--- config.mk ---
export PLATFORM = sky130hd
export DESIGN_NAME = flappy_led_top_flat
export DESIGN_NICKNAME = d
export VERILOG_FILES = /design/src/rtl/flappy_pkg.sv /design/src/rtl/flappy_if.sv /design/src/rtl/button_edge.sv /design/src/rtl/flappy_led_top.sv /design/src/flat_wrapper.sv
export SDC_FILE = /design/constraint.sdc
export NUM_CORES = 1
export LEC_CHECK = 0
export ABC_CLOCK_PERIOD_IN_PS = 4500
export BUFFER_PORTS_ARGS = -buffer_cell sky130_fd_sc_hd__clkbuf_2
export CAP_MARGIN = 5
export CORE_MARGIN = 3
export CORE_UTILIZATION = 40
export CTS_BUF_LIST = sky130_fd_sc_hd__clkbuf_8
export CTS_CLUSTER_SIZE = 25
export DETAILED_ROUTE_END_ITERATION = 8
export PLACE_DENSITY = 0.62
export SYNTH_ARGS = -nofsm -noshare
export SYNTH_HDL_FRONTEND = slang
export SYNTH_SLANG_ARGS = --single-unit
--- constraint.sdc ---
create_clock -name clk_27M -period 4.5 [get_ports clk_27M]
set_input_delay 0.675 -clock clk_27M [delete_from_list [all_inputs] [get_ports clk_27M]]
set_output_delay 0.675 -clock clk_27M [all_outputs]
set_load 0.02 [all_outputs]
--- src/rtl/flappy_pkg.sv ---
// ---------------------------------------------------------------------------
// flappy_pkg
// Shared types and constants for the six-LED Flappy Bird game.
//   state_t        : game state (IDLE, PLAY, OVER)
//   BIRD_START     : altitude row the bird starts on
//   FLAP_STEP      : rows gained per flap
//   ROWS           : number of altitude rows (one LED each)
//   GAP_POSITIONS  : number of distinct pipe-gap positions
//   LFSR_TAPS      : tap mask of the 8-bit Fibonacci LFSR (taps 8,6,5,4)
// ---------------------------------------------------------------------------
package flappy_pkg;

  typedef enum logic [1:0] {
    IDLE = 2'd0,
    PLAY = 2'd1,
    OVER = 2'd2
  } state_t;

  localparam int         ROWS          = 6;
  localparam int         GAP_POSITIONS = 5;
  localparam logic [2:0] BIRD_START    = 3'd3;
  localparam logic [2:0] FLAP_STEP     = 3'd2;
  localparam logic [2:0] BIRD_TOP      = 3'(ROWS - 1);
  localparam logic [5:0] SCORE_MAX     = 6'd63;

  // Bit k set means LFSR bit k (tap k+1) feeds back.
  localparam logic [7:0] LFSR_TAPS = 8'b1011_1000;

  // Fibonacci step: shift left, XOR of the tapped bits enters at bit 0.
  function automatic logic [7:0] lfsr_next(input logic [7:0] q);
    return {q[6:0], ^(q & LFSR_TAPS)};
  endfunction

  // Map the LFSR value onto a gap position 0..GAP_POSITIONS-1.
  function automatic logic [2:0] gap_from_lfsr(input logic [7:0] q);
    return 3'(q % 8'(GAP_POSITIONS));
  endfunction

  // One-hot row mask for an altitude row.
  function automatic logic [ROWS-1:0] row_bit(input logic [2:0] r);
    return ROWS'(1) << r;
  endfunction

endpackage

--- src/rtl/flappy_if.sv ---
// ---------------------------------------------------------------------------
// flappy_if
// Board-facing user I/O of the game, bundled as one interface.
//   buttons_n : 5 active-low buttons, [0]=flap, [1]=start/restart
//   switches  : 4 static speed-select switches
//   leds_n    : 6 active-low LEDs, bit i = altitude row i (row 0 = ground)
// Modports:
//   master : the board / stimulus side (drives buttons and switches)
//   slave  : the game core (reads buttons and switches, drives LEDs)
// ---------------------------------------------------------------------------
interface flappy_if;
  import flappy_pkg::*;

  logic [4:0]      buttons_n;
  logic [3:0]      switches;
  logic [ROWS-1:0] leds_n;

  modport master (
    output buttons_n,
    output switches,
    input  leds_n
  );

  modport slave (
    input  buttons_n,
    input  switches,
    output leds_n
  );

endinterface

--- src/rtl/button_edge.sv ---
// ---------------------------------------------------------------------------
// button_edge
// Brings one asynchronous active-low button into the clock domain and turns
// each press into a single-cycle pulse, so a held button counts once.
//   clk    : system clock
//   rst_n  : synchronous active-low reset
//   btn_n  : raw active-low button
//   press  : one-cycle pulse on the 1->0 transition of the synchronized button
// ---------------------------------------------------------------------------
module button_edge (
  input  logic clk,
  input  logic rst_n,
  input  logic btn_n,
  output logic press
);

  logic sync_p0;
  logic sync_p1;
  logic prev_p2;

  // Two-flop synchronizer, then one more flop to remember the last level.
  // Reset to the released (high) level so coming out of reset is not a press.
  always_ff @(posedge clk) begin
    if (!rst_n) begin
      sync_p0 <= 1'b1;
      sync_p1 <= 1'b1;
      prev_p2 <= 1'b1;
    end else begin
      sync_p0 <= btn_n;
      sync_p1 <= sync_p0;
      prev_p2 <= sync_p1;
    end
  end

  assign press = prev_p2 & ~sync_p1;

endmodule

--- src/rtl/flappy_led_top.sv ---
// ---------------------------------------------------------------------------
// flappy_led_top
// Minimal Flappy Bird on six active-low LEDs. The bird is one lit row; a pipe
// counts down towards the bird and must be crossed through its two-row gap.
// At game over the LEDs show the score.
//   clk_27M   : system clock, all registers on its rising edge
//   rst_n     : synchronous active-low reset
//   io.buttons_n : [0]=flap, [1]=start/restart, [4:2] unused (active-low)
//   io.switches  : tick rate, period = (switches+1)*TICK_BASE cycles
//   io.leds_n    : registered active-low LEDs, bit i = row i, row 0 = ground
// Parameters:
//   TICK_BASE  : clock cycles per unit of tick period
//   PIPE_START : pipe distance loaded when a new pipe spawns
//   LFSR_SEED  : nonzero reset value of the gap-position LFSR
// ---------------------------------------------------------------------------
module flappy_led_top #(
  parameter int         TICK_BASE  = 1_350_000,
  parameter int         PIPE_START = 15,
  parameter logic [7:0] LFSR_SEED  = 8'hA5
) (
  input logic     clk_27M,
  input logic     rst_n,
  flappy_if.slave io
);
  import flappy_pkg::*;

  // Longest period is 16*TICK_BASE cycles; the counter holds up to one less.
  localparam int         CNT_W     = $clog2(16 * TICK_BASE);
  localparam logic [3:0] PIPE_LOAD = 4'(PIPE_START);
  localparam logic [ROWS-1:0] IDLE_LEDS_N = ~row_bit(BIRD_START);

  // -------------------------------------------------------------------------
  // Input synchronization
  // -------------------------------------------------------------------------
  logic [4:0] press;
  logic       flap_press;
  logic       start_press;
  logic       unused_press;

  for (genvar i = 0; i < 5; i++) begin : g_btn
    button_edge u_btn (
      .clk   (clk_27M),
      .rst_n (rst_n),
      .btn_n (io.buttons_n[i]),
      .press (press[i])
    );
  end

  assign flap_press   = press[0];
  assign start_press  = press[1];
  assign unused_press = ^press[4:2];

  logic [3:0] sw_p0;
  logic [3:0] sw_p1;

  always_ff @(posedge clk_27M) begin
    if (!rst_n) begin
      sw_p0 <= '0;
      sw_p1 <= '0;
    end else begin
      sw_p0 <= io.switches;
      sw_p1 <= sw_p0;
    end
  end

  // -------------------------------------------------------------------------
  // Game state
  // -------------------------------------------------------------------------
  state_t          state;
  logic [2:0]      bird_y;
  logic [3:0]      pipe_x;
  logic [2:0]      gap_y;
  logic [5:0]      score;
  logic [CNT_W-1:0] tick_cnt;
  logic [CNT_W-1:0] tick_lim;
  logic [7:0]      lfsr;
  logic            flap_pending;
  logic [ROWS-1:0] leds_n_q;

  logic [CNT_W-1:0] lim_from_sw;
  logic             tick;
  logic [2:0]       bird_next;
  logic             ground_hit;
  logic             pipe_fail;
  logic [5:0]       score_inc;
  logic [ROWS-1:0]  lit_rows;

  // Period limit for the current synchronized switch setting.
  assign lim_from_sw = CNT_W'((int'(sw_p1) + 1) * TICK_BASE - 1);

  assign tick = (state == PLAY) && (tick_cnt == tick_lim);

  // Bird motion for the coming tick, from the pre-tick altitude.
  always_comb begin
    bird_next  = bird_y;
    ground_hit = 1'b0;
    if (flap_pending) begin
      bird_next = (bird_y >= BIRD_TOP - FLAP_STEP) ? BIRD_TOP : bird_y + FLAP_STEP;
    end else if (bird_y == 3'd0) begin
      ground_hit = 1'b1;
    end else begin
      bird_next = bird_y - 3'd1;
    end
  end

  // Collision uses the bird's updated altitude against the two gap rows.
  assign pipe_fail = (pipe_x == 4'd0) &&
                     !((bird_next == gap_y) || (bird_next == gap_y + 3'd1));

  assign score_inc = (score == SCORE_MAX) ? score : score + 6'd1;

  // Rows to light, derived from the current (registered) state.
  always_comb begin
    lit_rows = '0;
    case (state)
      IDLE: lit_rows = row_bit(BIRD_START);
      PLAY: begin
        lit_rows = row_bit(bird_y);
        if (pipe_x <= 4'd1) begin
          lit_rows = lit_rows | ~(row_bit(gap_y) | row_bit(gap_y + 3'd1));
        end
      end
      OVER:    lit_rows = score;
      default: lit_rows = '0;
    endcase
  end

  always_ff @(posedge clk_27M) begin
    if (!rst_n) begin
      state        <= IDLE;
      bird_y       <= BIRD_START;
      pipe_x       <= PIPE_LOAD;
      gap_y        <= '0;
      score        <= '0;
      tick_cnt     <= '0;
      tick_lim     <= CNT_W'(TICK_BASE - 1);
      lfsr         <= LFSR_SEED;
      flap_pending <= 1'b0;
      leds_n_q     <= IDLE_LEDS_N;
    end else begin
      // The LFSR free-runs so the gap depends on when the player acts.
      lfsr     <= lfsr_next(lfsr);
      leds_n_q <= ~lit_rows;

      case (state)
        IDLE, OVER: begin
          tick_cnt     <= '0;
          flap_pending <= 1'b0;
          if (start_press) begin
            state    <= PLAY;
            bird_y   <= BIRD_START;
            score    <= '0;
            pipe_x   <= PIPE_LOAD;
            gap_y    <= gap_from_lfsr(lfsr);
            tick_lim <= lim_from_sw;
          end
        end

        PLAY: begin
          if (tick) begin
            tick_cnt <= '0;
            tick_lim <= lim_from_sw;
            bird_y   <= bird_next;
            // A flap arriving on the tick cycle carries into the next period.
            flap_pending <= flap_press;
            if (ground_hit || pipe_fail) begin
              state <= OVER;
            end else if (pipe_x == 4'd0) begin
              score  <= score_inc;
              pipe_x <= PIPE_LOAD;
              gap_y  <= gap_from_lfsr(lfsr);
            end else begin
              pipe_x <= pipe_x - 4'd1;
            end
          end else begin
            tick_cnt <= tick_cnt + 1'b1;
            if (flap_press) begin
              flap_pending <= 1'b1;
            end
          end
        end

        default: state <= IDLE;
      endcase
    end
  end

  assign io.leds_n = leds_n_q;

endmodule

--- src/flat_wrapper.sv ---
// flat-port wrapper written by rule: the top's interface ports become plain ports
module flappy_led_top_flat import flappy_pkg::*;
#(
  parameter int         TICK_BASE  = 1_350_000,
  parameter int         PIPE_START = 15,
  parameter logic [7:0] LFSR_SEED  = 8'hA5
)
  (clk_27M, rst_n, io_buttons_n, io_switches, io_leds_n);
  flappy_if io_i ();
  input logic clk_27M;
  input logic rst_n;
  input wire logic [$bits(io_i.buttons_n)-1:0] io_buttons_n;
  input wire logic [$bits(io_i.switches)-1:0] io_switches;
  output wire logic [$bits(io_i.leds_n)-1:0] io_leds_n;
  assign io_i.buttons_n = io_buttons_n;
  assign io_i.switches = io_switches;
  assign io_leds_n = io_i.leds_n;
  flappy_led_top #(.TICK_BASE(TICK_BASE), .PIPE_START(PIPE_START), .LFSR_SEED(LFSR_SEED)) u_core (.clk_27M(clk_27M), .rst_n(rst_n), .io(io_i));
endmodule
==> metrics.md, run 1 <==
| Metric | Value |
|---|---|
| Setup crit end kind | flip-flop |
| Slew HR | 0.443 |
| CP Max Fanout | 6 |
| Sw Ratio | 0.332 |
| Synth area leader | dfxtp_1 |
| Gr usage total | 0.164 |
| DIE AREA | 18900 um^2 |
| Most common cell in the netlist | dfxtp_1 |
| CTS tree | yes |
| Tmin final | 4.47 ns |
| RSZ-0062 raised after global routing | yes |
| GP Congestion | 0.854 |
| Maximum VDD drop | 0.136 mV |
| Fillcell total | 1636 |
| Largest cells by area after synthesis | dfxtp_1, ha_1, xor2_1 |
| Post-Synth Adder-Cell Area | 0.142 |
| Worst Hold Class | flip-flop to flip-flop |
| Post-Synthesis Cells | 831 |
| Synth Area per Inst | 8.31 um^2 |
| Layout cells sized above 1 | 0.172 |
| Clk slew on worst S/H paths | 0.11 ns |
| Main combinational cell family by area after synthesis | simple AND/OR/NAND/NOR gates |
| Power per cell area | 246 nW/um^2 |
| Total wire length | 15500 um |
| Yosys cell types | 86 |
| Initial antenna violation count | 0 |
| # port buffers | 13 |
| Non-filler instance count after layout | 1106 |
| Worst R2R Start | u_core.sw_p1[0] |
| Post-Synth Simple-Gate Area | 0.247 |
| Fraction of registers with async set/reset | 0 |
| WP data arrival | 4.73 ns |
| Inst Count DP | 1084 |
| Fin. Hold Viols | 0 |
| Drt wl/cell | 14.0 um |
| CTS buffer count | 9 |
| Outcome | finished, final reports clean |
| Number of global-route vias before repair | 5358 |
| Die Span X | 137 um |
| Post-layout util | 0.476 |
| Total grt overflow | 0 |
| Worst-Skew Late Latency | 0.38 ns |
| Layout Area Growth over Synthesis | 15.6% |
| First-pass GRT wire length | 25600 um |
| Fin nets | 966 |
| Int Pwr | 1.31 mW |
| Pwr Total | 1.96 mW |
| Die H | 137 um |
| Synth warn | 0 |
| Crit Path Class | flip-flop to flip-flop |
| WP data required | 4.77 ns |
| Power share of the clock group | 0.284 |
| Hold WS | 0.414 ns |
| # rows | 47 |
| Synth Area in Compound Gates | 0.193 |
| Crit path from | u_core.sw_p1[0] |
| F_max | 224 MHz |
| Sequential share of the synthesized area | 0.270 |
| Xor and xnor fraction of the mapped netlist area | 0.0899 |
| DR pass1 iterations | 5 |
| Leading register cell type out of synthesis | dfxtp_1 |
| Sw power | 0.651 mW |
| Least-Margin Pin Slew | 0.835 ns |
| Synth top area share | 0.270 |
| H-tree depth | 3 |
| Synth top cells by count | dfxtp_1, ha_1, nor2_1 |
| Net count after synthesis | 916 |
| Slew Limit Fails | 0 |
| Synthesized cell area | 6900 um^2 |
| DRT iter0 DRCs | 288 |
| Mux cell area share after synthesis | 0.0120 |
| Flop pwr share | 0.446 |
| Detailed-route via count | 5862 |
| Ports | 17 |
| Number of setup violations in the final report | 0 |
| EDFF count, synth | 0 |
| Source of the worst hold timing path | u_core.g_btn[0].u_btn.sync_p0 |
| MaxCap Viol Count | 0 |
| CTS root buf | clkbuf_8 |
| Core area | 16800 um^2 |
| Clock Sinks | 93 |
| Max Root-Sink Buffers | 2 |
| DRC violations left | 0 |
| CP startpoint kind | flip-flop |
| Static leakage | 3.38 nW |
| Combinational cell fraction of total power | 0.270 |
| Antenna-violating nets left | 0 |
| Yosys reg bits | 93 |
| Placed inst area | 7510 um^2 |
| Via/cell ratio | 5.30 |
| Period utilisation layout | 0.993 |
| Worst clock skew | 0.0178 ns |
| Finished Cell Area | 7980 um^2 |
| Ant diodes | 0 |
| Dpl hpwl | 11600 um |
| Initial cell density of the core | 0.412 |
| Largest net degree at the start of global routing | 47 |
==> flip-flops by register name, summed over array words and instances, names as in the netlist, 3 cells and up <==
name and count:
u_core.lfsr 8, u_core.tick_lim 21, u_core.pipe_x 4, u_core.gap_y 3
u_core.io.leds_n 6, u_core.tick_cnt 25, u_core.sw_p1 4, u_core.bird_y 3
u_core.score 6, u_core.sw_p0 4
==> per-layer routing <==
metal / wire length, um / up-vias / part of all wire / GRT usage
met3: 364 / 22 / 0.023 / 0.0208
met4: 199 / 0 / 0.013 / 0.0388
met5: 0 / - / 0 / 0
met1: 8040 / 2698 / 0.52 / 0.235
met2: 6920 / 70 / 0.45 / 0.262
li1: - / 3072 / - / -
==> metrics by stage <==
step / worst slack (ns) / setup TNS (ns)
6_report: 0.0325 / 0
5_1_grt: -0.132 / -0.467
4_1_cts: 0.00104 / 0
3_5_place_dp: -0.0282 / -0.0849
3_3_place_gp: -0.0269 / -0.0567
2_1_floorplan: 0.0525 / 0
==> power groups by stage <==
stage | Sequential (mW) | Combinational, mW | Clock, mW
2_1_floorplan | 0.883 | 0.369 | 0
3_3_place_gp | 0.894 | 0.489 | 0
3_5_place_dp | 0.894 | 0.493 | 0
4_1_cts | 0.875 | 0.501 | 0.571
5_1_grt | 0.880 | 0.594 | 0.603
6_report | 0.876 | 0.530 | 0.556
==> cell usage in the layout, fill, tap and decap left out, types with 13 or more instances in the layout <==
master / count
nor2b_1: 15
xor2_1: 38
a211oi_1: 14
a21oi_1: 43
dfxtp_1: 91
xnor2_1: 25
nand2_1: 59
nor2_1: 68
nand3_1: 25
o21ai_0: 45
and2_1: 16
clkbuf_2: 13
ha_1: 63
and3_1: 14
buf_4: 56
nand2b_1: 16
inv_1: 44
nor3_1: 13
==> area by class of cell <==
| class | count | area [um^2] | share of cell area |
|---|---|---|---|
| clock buffers | 9 | 124 | 0.0155 |
| clock inverters | 7 | 76.3 | 0.00956 |
| inverters | 46 | 173 | 0.0216 |
| multi-input cells | 660 | 4950 | 0.621 |
| flip-flops and latches | 93 | 1870 | 0.234 |
| well taps | 220 | 275 | 0.0345 |
| repair buffers | 71 | 512 | 0.0641 |
==> worst paths after layout <==
| path | to | slack [ns] | cells after the start |
|---|---|---|---|
| worst max-delay path | u_core.tick_lim[23] | 0.03 | 18 |
| worst min-delay path | u_core.g_btn[0].u_btn.sync_p1 | 0.41 | 1 |
| worst max register to register | u_core.tick_lim[23] | 0.03 | 18 |
| worst min register to register | u_core.g_btn[0].u_btn.sync_p1 | 0.41 | 1 |
==> cell families (layout without fill, tap and decap cells) <==
family / Yosys count / after routing
fa+ha+maj: 76 / 76
flops: 93 / 93
compound gates: 194 / 194
buf+inv: 78 / 133
simple gates: 312 / 312
mux: 8 / 8
xor+xnor: 70 / 70
==> timing repair <==
item                                    4_1_cts  5_1_grt
pin swaps                                     5       26
setup buffers                                 0        6
gates resized for setup                      13       33
hold buffers                                  0        0
cloned                                        0        0
endpoints found under the setup margin        6       12
==> critical path: stages, from the launching register on <==
cell and delay (ns):
dfxtp_4 0.37, buf_6 0.12, ha_4 0.18, xor2_4 0.25, ha_4 0.25, ha_4 0.26
inv_2 0.03, fa_1 0.50, inv_1 0.05, ha_1 0.26, a21o_1 0.17, a21o_4 0.23
a211o_4 0.37, a31oi_4 0.21, xnor2_2 0.12, nor4_4 0.43, o2111a_1 0.30, and4_1 0.20
o31ai_2 0.06
(Power assumes the default switching activity.)
==> run 2, diff against run 1 <==
--- a/config.mk
+++ b/config.mk
@@ -13,7 +13,7 @@
 export CTS_BUF_LIST = sky130_fd_sc_hd__clkbuf_8
 export CTS_CLUSTER_SIZE = 25
 export DETAILED_ROUTE_END_ITERATION = 8
-export PLACE_DENSITY = 0.62
+export PLACE_DENSITY = 0.63
 export SYNTH_ARGS = -nofsm -noshare
 export SYNTH_HDL_FRONTEND = slang
 export SYNTH_SLANG_ARGS = --single-unit
==> run 2 against run 1 <==
Net effect: via count is essentially flat; cell area shrank 0.22%; total power up 3.5%; register-to-register slack improved by 0.17 ns; hold slack better by 0.0021 ns; fmax is 3.9% higher; count of clock-buffer cells in the layout is the same; clock power rose by 13%; critical path depth unchanged; first-iteration DRC count grew 13%; largest cell class unchanged.
==> metrics.md, run 2 (same netlist as run 1, synthesis figures left out) <==
| Metric | Value |
|---|---|
| Outcome | finished, final reports clean |
| CP startpoint kind | flip-flop |
| Least-Margin Pin Slew | 0.982 ns (+0.147 ns) |
| First-pass GRT wire length | 25800 um (+0.62%) |
| DIE AREA | 18900 um^2 (unchanged) |
| Number of setup violations in the final report | 0 (unchanged) |
| Drt wl/cell | 14.0 um (-0.55%) |
| Critical Path, Cell by Cell | buf_6 -> ha_4 -> xor2_2 -> ha_1 -> ha_1 -> inv_1 -> fa_1 -> inv_1 -> ha_1 -> a21o_1 -> a21o_4 -> a211o_4 -> a2111oi_2 -> a211oi_2 -> o211a_1 -> o2111a_1 -> buf_4 -> o31a_1 |
| Antenna-violating nets left | 0 (unchanged) |
| WP data arrival | 4.55 ns (-0.18 ns) |
| DRT iter0 DRCs | 324 (+13%) |
| Largest Register | u_core.tick_cnt |
| Worst Hold Class | flip-flop to flip-flop |
| Most common cell after layout, fill and taps aside | dfxtp_1 |
| Tmin final | 4.30 ns (-0.166 ns) |
| Via/cell ratio | 5.31 (+0.25%) |
| Largest regs | u_core.tick_cnt (25), u_core.tick_lim (21), u_core.lfsr (8) |
| Power per cell area | 255 nW/um^2 (+3.8%) |
| Sw Ratio | 0.306 (-0.0251) |
| DR pass1 iterations | 4 (-1) |
| Sw power | 0.622 mW (-4.3%) |
| Detailed-route via count | 5861 (-0.017%) |
| Ports | 17 (unchanged) |
| Total wire length | 15400 um (-0.82%) |
| MaxCap Viol Count | 0 (unchanged) |
| Dpl hpwl | 11500 um (-0.26%) |
| Number of global-route vias before repair | 5369 (+0.21%) |
| WP data required | 4.75 ns (-0.02 ns) |
| Crit path largest cell delay | 0.49 ns (about the same) |
| Slew HR | 0.345 (-0.0978) |
| Max FFs per register | 25 (unchanged) |
| Worst clock skew | 0.0119 ns (-0.00590 ns) |
| Most frequent cells in the layout | dfxtp_1, nor2_1, ha_1 |
| Die Span X | 137 um (unchanged) |
| CTS root buf | clkbuf_8 |
| Initial antenna violation count | 0 (unchanged) |
| # port buffers | 13 (unchanged) |
| Combinational cell fraction of total power | 0.261 (-0.009) |
| GP Congestion | 0.840 (-1.6%) |
| Flop pwr share | 0.431 (-0.015) |
| Die H | 137 um (unchanged) |
| Max Root-Sink Buffers | 2 (unchanged) |
| Clock Sinks | 93 (unchanged) |
| Initial cell density of the core | 0.412 (unchanged) |
| Static leakage | 3.36 nW (-0.34%) |
| Core area | 16800 um^2 (unchanged) |
| CP most frequent cell | ha_1 |
| Setup crit end kind | flip-flop |
| Fin nets | 963 (-0.31%) |
| F_max | 232 MHz (+3.9%) |
| CTS buffer count | 9 (unchanged) |
| Gr usage total | 0.164 (+0.000396) |
| Power share of the clock group | 0.309 (+0.025) |
| Ant diodes | 0 (unchanged) |
| Clk slew on worst S/H paths | 0.10 ns (about the same) |
| Non-filler instance count after layout | 1103 (-0.27%) |
| # rows | 47 (unchanged) |
| Crit Path Class | flip-flop to flip-flop |
| RSZ-0062 raised after global routing | yes |
| Int Pwr | 1.41 mW (+7.4%) |
| Hold WS | 0.416 ns (+0.00215 ns) |
| Slew Limit Fails | 0 (unchanged) |
| CP Max Fanout | 4 (-2) |
| Worst-Skew Late Latency | 0.36 ns (-0.02 ns) |
| Largest net degree at the start of global routing | 47 (unchanged) |
| Total grt overflow | 0 (unchanged) |
| Inst Count DP | 1082 (-0.18%) |
| Maximum VDD drop | 0.163 mV (+20%) |
| DRC violations left | 0 (unchanged) |
| Fin. Hold Viols | 0 (unchanged) |
| Layout Area Growth over Synthesis | 15.4% |
| CTS tree | yes |
| Layout cells sized above 1 | 0.172 (+0.000583) |
| Period utilisation layout | 0.956 (-0.0368) |
| H-tree depth | 3 (unchanged) |
| Worst path slowest cell | fa_1 |
run 2: cell type report:
| type | instances | area (um^2) |
|---|---|---|
| Sequential cell | 93 | 1870 |
| Fill cell | 1652 | 8800 |
| Clock buffer | 9 | 124 |
| Tap cell | 220 | 275 |
| Multi-Input combinational cell | 660 | 4940 |
| Clock inverter | 7 | 97.6 |
| Inverter | 46 | 173 |
| Timing Repair Buffer | 68 | 493 |
run 2: through the flow:
stage	power [mW]	setup slack, ns	cell area [um^2]	TNS (ns)	util
floorplan	1.25	0.0525	6930	0	-
global placement	1.38	0.0250	7490	0	0.447
detailed placement	1.39	-0.0160	7490	-0.0160	0.447
CTS	2.02	-0.0172	7730	-0.0172	0.461
global route	2.15	-0.0317	7960	-0.0528	0.475
finish	2.03	0.198	7960	0	0.475
run 2: path summary, 6_finish.rpt:
check / slack, ns / startpoint / cells past startpoint / to
max reg2reg: 0.20 / u_core.sw_p1[1] / 18 / u_core.tick_lim[21]
min reg2reg: 0.42 / u_core.g_btn[1].u_btn.sync_p0 / 1 / u_core.g_btn[1].u_btn.sync_p1
min: 0.42 / u_core.g_btn[1].u_btn.sync_p0 / 1 / u_core.g_btn[1].u_btn.sync_p1
max: 0.20 / u_core.sw_p1[1] / 18 / u_core.tick_lim[21]
run 2: power by group through the flow:
stage	clock network, mW	logic, mW	registers (mW)
5_1_grt	0.680	0.594	0.879
2_1_floorplan	0	0.369	0.883
6_report	0.627	0.530	0.875
3_5_place_dp	0	0.493	0.893
4_1_cts	0.645	0.498	0.874
3_3_place_gp	0	0.489	0.892
run 2: worst max-delay path: cells and delay by family (launching register included):
family / cells / cell delay, ns
AO/OA/AOI/OAI: 8 / 1.83
XOR/XNOR: 1 / 0.16
adder cells (fa/ha/maj): 5 / 1.52
buffers and inverters: 4 / 0.34
flip-flops: 1 / 0.34
run 2: timing repair:
action	CTS	global route
resized for setup	4	44
hold buffers	0	0
pin swaps	1	25
endpoints found under the setup margin	3	12
gates cloned	0	0
setup buffers	0	5
run 2: per-layer routing:
layer	track usage	part of all wire	vias up
li1	-	-	3078
met1	0.237	0.51	2682
met2	0.258	0.46	86
met3	0.0223	0.022	15
met4	0.0443	0.013	0
met5	0	0	-
